### src/rtl/entropy_sampler_pkg.sv
// Shared types and width helpers for the entropy sampler and its pair filter.
package entropy_pkg;

  typedef enum logic {
    PAIR_A = 1'b0,
    PAIR_B = 1'b1
  } pair_state_e;

  // Bit counter must be able to hold the value WIDTH itself (word full).
  function automatic int unsigned calc_cnt_w(input int unsigned width);
    return $clog2(width + 1);
  endfunction

  function automatic int unsigned calc_rep_w(input int unsigned rep_limit);
    return $clog2(rep_limit + 1);
  endfunction

endpackage

### src/rtl/entropy_sampler_vn_debiaser.sv
// Von Neumann pair filter: turns unequal synced bit pairs into one accepted bit.
module vn_debiaser
  import entropy_pkg::*;
#(
  parameter int unsigned DEBIAS = 1
) (
  input  logic clk,
  input  logic rst,
  input  logic step,
  input  logic s,
  input  logic clear,
  output logic acc_valid,
  output logic acc_bit
);

  pair_state_e state_q, state_d;
  logic        a_q, a_d;

  always_ff @(posedge clk) begin
    if (rst) begin
      state_q <= PAIR_A;
      a_q     <= 1'b0;
    end else begin
      state_q <= state_d;
      a_q     <= a_d;
    end
  end

  // With filtering off, every stepped bit passes straight through.
  always_comb begin
    state_d   = state_q;
    a_d       = a_q;
    acc_valid = 1'b0;
    acc_bit   = (DEBIAS != 0) ? a_q : s;
    if (clear) begin
      state_d = PAIR_A;
    end else if (step) begin
      if (DEBIAS == 0) begin
        acc_valid = 1'b1;
      end else begin
        case (state_q)
          PAIR_A: begin
            a_d     = s;
            state_d = PAIR_B;
          end
          PAIR_B: begin
            acc_valid = (a_q != s);
            state_d   = PAIR_A;
          end
          default: state_d = PAIR_A;
        endcase
      end
    end
  end

endmodule

### src/rtl/entropy_sampler.sv
// Raw noise bit -> synchroniser -> repetition health check -> pair filter -> word packer
// -> one-entry valid/ready output register.
module entropy_sampler
  import entropy_pkg::*;
#(
  parameter int unsigned SYNC_STAGES = 2,
  parameter int unsigned WIDTH       = 8,
  parameter int unsigned REP_LIMIT   = 16,
  parameter int unsigned DEBIAS      = 1
) (
  input  logic             clk,
  input  logic             rst,
  input  logic             raw_i,
  input  logic             en,
  output logic [WIDTH-1:0] out_data,
  output logic             out_valid,
  input  logic             out_ready,
  output logic             health_fail
);

  localparam int unsigned CNT_W = calc_cnt_w(WIDTH);
  localparam int unsigned REP_W = calc_rep_w(REP_LIMIT);

  logic [SYNC_STAGES-1:0] sync_q, sync_d;
  logic                   s;
  logic                   prev_s_q, prev_s_d;
  logic [REP_W-1:0]       rep_cnt_q, rep_cnt_d;
  logic                   health_fail_q, health_fail_d;
  logic [WIDTH-1:0]       shreg_q, shreg_d;
  logic [CNT_W-1:0]       bit_cnt_q, bit_cnt_d;
  logic [WIDTH-1:0]       out_data_q, out_data_d;
  logic                   out_valid_q, out_valid_d;
  logic                   step, full, out_free;
  logic                   acc_valid, acc_bit;

  assign s        = sync_q[SYNC_STAGES-1];
  assign step     = en & ~health_fail_q;
  assign full     = (bit_cnt_q == CNT_W'(WIDTH));
  assign out_free = ~out_valid_q | out_ready;

  always_comb sync_d = {sync_q[SYNC_STAGES-2:0], raw_i};

  // Repetition count; rep_cnt_q==0 only in the first cycle after reset.
  always_comb begin
    prev_s_d  = s;
    rep_cnt_d = REP_W'(1);
    if ((rep_cnt_q != '0) && (s == prev_s_q)) begin
      rep_cnt_d = (rep_cnt_q == {REP_W{1'b1}}) ? rep_cnt_q : rep_cnt_q + REP_W'(1);
    end
    health_fail_d = health_fail_q | (rep_cnt_d >= REP_W'(REP_LIMIT));
  end

  vn_debiaser #(
    .DEBIAS(DEBIAS)
  ) u_vn_debiaser (
    .clk      (clk),
    .rst      (rst),
    .step     (step),
    .s        (s),
    .clear    (~en),
    .acc_valid(acc_valid),
    .acc_bit  (acc_bit)
  );

  // A full word waits in shreg until the output register frees; bits arriving meanwhile are lost.
  always_comb begin
    shreg_d     = shreg_q;
    bit_cnt_d   = bit_cnt_q;
    out_data_d  = out_data_q;
    out_valid_d = out_valid_q & ~out_ready;
    if (full && out_free && !health_fail_q) begin
      out_data_d  = shreg_q;
      out_valid_d = 1'b1;
      bit_cnt_d   = '0;
    end else if (acc_valid && !full) begin
      shreg_d   = {shreg_q[WIDTH-2:0], acc_bit};
      bit_cnt_d = bit_cnt_q + CNT_W'(1);
    end
    if (!en) begin
      shreg_d   = '0;
      bit_cnt_d = '0;
    end
  end

  always_ff @(posedge clk) begin
    if (rst) begin
      sync_q        <= '0;
      prev_s_q      <= 1'b0;
      rep_cnt_q     <= '0;
      health_fail_q <= 1'b0;
      shreg_q       <= '0;
      bit_cnt_q     <= '0;
      out_data_q    <= '0;
      out_valid_q   <= 1'b0;
    end else begin
      sync_q        <= sync_d;
      prev_s_q      <= prev_s_d;
      rep_cnt_q     <= rep_cnt_d;
      health_fail_q <= health_fail_d;
      shreg_q       <= shreg_d;
      bit_cnt_q     <= bit_cnt_d;
      out_data_q    <= out_data_d;
      out_valid_q   <= out_valid_d;
    end
  end

  assign out_data    = out_data_q;
  assign out_valid   = out_valid_q;
  assign health_fail = health_fail_q;

endmodule

### config.mk
export PLATFORM = sky130hd
export DESIGN_NAME = entropy_sampler
export DESIGN_NICKNAME = d
export VERILOG_FILES = /design/src/rtl/entropy_sampler_pkg.sv /design/src/rtl/entropy_sampler_vn_debiaser.sv /design/src/rtl/entropy_sampler.sv
export SDC_FILE = /design/constraint.sdc
export NUM_CORES = 1
export LEC_CHECK = 0
export BUFFER_PORTS_ARGS = -buffer_cell sky130_fd_sc_hd__buf_2
export CORE_UTILIZATION = 56
export CTS_CLUSTER_DIAMETER = 100
export CTS_CLUSTER_SIZE = 8
export DETAILED_ROUTE_END_ITERATION = 7
export PLACE_DENSITY = 0.77
export SKIP_CTS_REPAIR_TIMING = 1
export SYNTH_ARGS = -nofsm -noshare
export SYNTH_HDL_FRONTEND = slang
export SYNTH_HIERARCHICAL = 1
export SYNTH_SLANG_ARGS = --single-unit
### constraint.sdc
create_clock -name clk -period 1.49 [get_ports clk]
set_input_delay 0.298 -clock clk [delete_from_list [all_inputs] [get_ports clk]]
set_output_delay 0.298 -clock clk [all_outputs]
set_load 0.1 [all_outputs]
==> run_results.csv <==
group,metric,value,unit
synthesis,synthesis.area,0.001398,sq mm
routing,ant_nets,0,
worst_setup_path,worstPathMaxFanout,7,
routing,drt-initial-drc-count,7,
timing,worst_slack,0.03423,ns
global_routing,overflow,0,
synthesis,synth_area_leaders,"dfxtp_1, mux2i_1, nand2b_1",
floorplan,dieArea,0.002699,sq mm
global_routing,antenna_found_initial,0,
timing,finalSetupViolCount,0,
global_routing,grt_pass1_wl,4119,um
layout,finalNetCount,172,
synthesis,synth.most_common_cell,"dfxtp_1",
routing,vias,1005,
synthesis,syn_area_per_cell,10.20,sq um
synthesis,synth-seq-area-share,45.84,%
routing,via_per_inst,5.234,
timing,relSlewSlack,67.99,%
clock_network,clkLatencyLatePin,0.33,ns
synthesis,synthTopCellsByCount,"dfxtp_1, mux2i_1, nand2b_1",
layout,final_core_util,72.95,%
placement,gp_congestion,0.6821,
layout,area.growth.synth_to_final,18.80,%
routing,post_drt_wl_per_cell,13.18,um
synthesis,synth_flop_cell,"dfxtp_1",
synthesis,synthCells,137,
floorplan,die_h,51.96,um
floorplan,die_x,51.96,um
worst_setup_path,start_kind,"flip-flop",
clock_network,cts_buffer_depth,2,
routing,firstDrtPassIters,4,
placement,pre_cts_ws,-0.03427,ns
routing,drc_errors,0,
worst_hold_path,holdPathEnd,"sync_q[0]$_SDFF_PP0_",
timing,clock.fmax,0.6869,GHz
floorplan,ioPinCount,15,
timing,period_share,97.70,%
worst_setup_path,reg2reg_slack,0.03,ns
layout,num-fill-cells,171,
synthesis,yosysTopAreaCell,"dfxtp_1",
synthesis,synth_edf_count,0,
timing,tightest_slew,0.4835,ns
synthesis,yosys_warnings,6,
layout,drive_above_1_share,27.44,%
worst_setup_path,cp.arrival,1.73,ns
clock_network,cts_root_buffer,"clkbuf_4",
timing,skew,0.006139,ns
synthesis,synth_top_family_by_area,"simple AND/OR/NAND/NOR gates",
power,powerDensity,927.7,mW/mm^2
worst_hold_path,min_path_type,"in2reg",
synthesis,synth_adder_area_share,3.581,%
layout,design_area,0.001660,sq mm
timing,rsz0062_at_grt,"yes",
synthesis,synthArstFlopShare,0,%
synthesis,synth.distinct_cells,32,
outcome,outcome,"finished, final reports clean",
flow_run,maxCapViolCount,0,
clock_network,clkTransAtPathRegs,0.10,ns
clock_network,cts_tree,"done",
global_routing,grt_max_degree,14,
layout,seqCellArea,650.6,sq um
clock_network,cts_buffers,5,
clock_network,cts.sinks,32,
timing,slew_violations,0,
worst_hold_path,min_path_cells,2,
floorplan,design.core.area,0.002276,sq mm
power,vdd.ir_drop.worst,0.8627,mV
routing,routed_wl,2530,um
synthesis,synth_xor_xnor_area_share,4.387,%
floorplan,initial_utilization,61.41,%
worst_setup_path,reg2reg_depth,5,
clock_network,h-tree-depth,2,
timing,period_needed,1.456,ns
placement,dp_hpwl,1688,um
worst_setup_path,cp-end-kind,"flip-flop",
placement,placed_area,0.001540,sq mm
worst_setup_path,crit_type,"reg2reg",
floorplan,rows,17,
worst_setup_path,rr_startpoint,"sync_q[1]$_SDFF_PP0_",
worst_setup_path,rr_endpoint,"bit_cnt_q[2]$_SDFFE_PP0P_",
timing,hold_violations,0,
synthesis,synth_compound_area_share,6.983,%
global_routing,grt_pass1_vias,997,
placement,io_buffers,14,
power,leakagePower,0.7103,nW
layout,insertedDiodeCount,0,
synthesis,synth_top_area_share,45.84,%
synthesis,ys_ff_latch,32,
synthesis,synthMuxAreaShare,12.89,%
synthesis,synth_nets,146,
worst_hold_path,min-delay-start,"raw_i",
global_routing,grt_use_total,21.28,%
synthesis,yosys.area_share.simple,23.55,%
layout,multi_input_area,744.5,sq um
worst_setup_path,required,1.76,ns
[registers in the layout (all words and copies together) (netlist names)]
name,flops
health_fail,1
sync_q,2
shreg_q,8
out_data,8
out_valid,1
prev_s_q,1
bit_cnt_q,4
rep_cnt_q,5
u_vn_debiaser/acc_bit,1
u_vn_debiaser/state_q,1
[layout by cell type (no fill, tap or decap), types with 2 or more instances in the layout]
master    netlist  layout
xor2_1          3       3
o21a_1          2       2
nand2b_1       17      17
or2b_1          2       2
a21oi_1         5       4
mux2i_1        18      18
a21oi_2         1       2
dfxtp_4         0       2
nor2_1          3       3
buf_2           1      13
nand4_1         2       2
nor3_1          4       3
buf_4           1       8
nand2_1        11      10
and3_1          2       2
nor2b_1         5       5
dfxtp_1        32      28
a31oi_1         2       2
inv_1           5       5
ha_1            4       3
xnor2_1         4       4
dfxtp_2         0       2
clkbuf_4        0       7
[worst max-delay path by stage]
stage / startpoint / end / cells after the start
after floorplan: health_fail$_SDFF_PP0_ / bit_cnt_q[2]$_SDFFE_PP0P_ / 5
after global placement: en / bit_cnt_q[2]$_SDFFE_PP0P_ / 7
after detailed placement: en / shreg_q[4]$_SDFFE_PP0P_ / 6
after CTS: bit_cnt_q[0]$_SDFFE_PP0P_ / out_data[7]$_SDFFE_PP0P_ / 6
after global routing: bit_cnt_q[0]$_SDFFE_PP0P_ / out_data[1]$_SDFFE_PP0P_ / 6
final: sync_q[1]$_SDFF_PP0_ / bit_cnt_q[2]$_SDFFE_PP0P_ / 5
[cell families after synthesis]
group | after synthesis
DFF | 32
xor gates and xnor gates | 7
adders and majority gates | 4
buffers and inverters | 9
muxes | 18
and+or+nand+nor | 53
AOI/OAI and AO/OA | 14
[per-layer routing]
layer  track usage, %  routed length (um)
met5                0                   0
met4            9.459                  31
met3            7.018                  80
met2            36.97                1268
met1            23.19                1149
[worst max-delay path, stage by stage (launching register included)]
cell	delay, ns
dfxtp_4	0.37
xor2_1	0.18
and4b_2	0.36
nand2_2	0.09
a211o_1	0.28
a21oi_2	0.12
[stage by stage]
step | setup TNS (ns) | hold slack [ns] | power, mW | instances
finish | 0 | 0.1901 | 1.540 | 192
detailed placement | -0.06721 | 0.4290 | 0.9796 | 182
CTS | -0.09452 | 0.1876 | 1.558 | 190
global placement | 0 | 0.4192 | 0.9747 | 182
floorplan | 0 | 0.3746 | 0.9525 | 137
global route | -0.2127 | 0.1844 | 1.599 | 192
[cell type report]
class                      instances  area share [%]
inverter                           5           1.130
multi-input combinational         96           44.84
tap                               28           2.110
clock buffer                       7           3.994
clock inverter                     1          0.3014
sequential                        32           39.19
timing repair buffer              23           8.440
[report_power, final]
part / leakage (nW) / internal [mW] / switching [mW] / total, mW
clock: 0.0404 / 0.284 / 0.296 / 0.580
combinational: 0.409 / 0.0469 / 0.0418 / 0.0887
sequential: 0.261 / 0.862 / 0.00932 / 0.871
No activity file was read; power rests on OpenSTA's default activity.
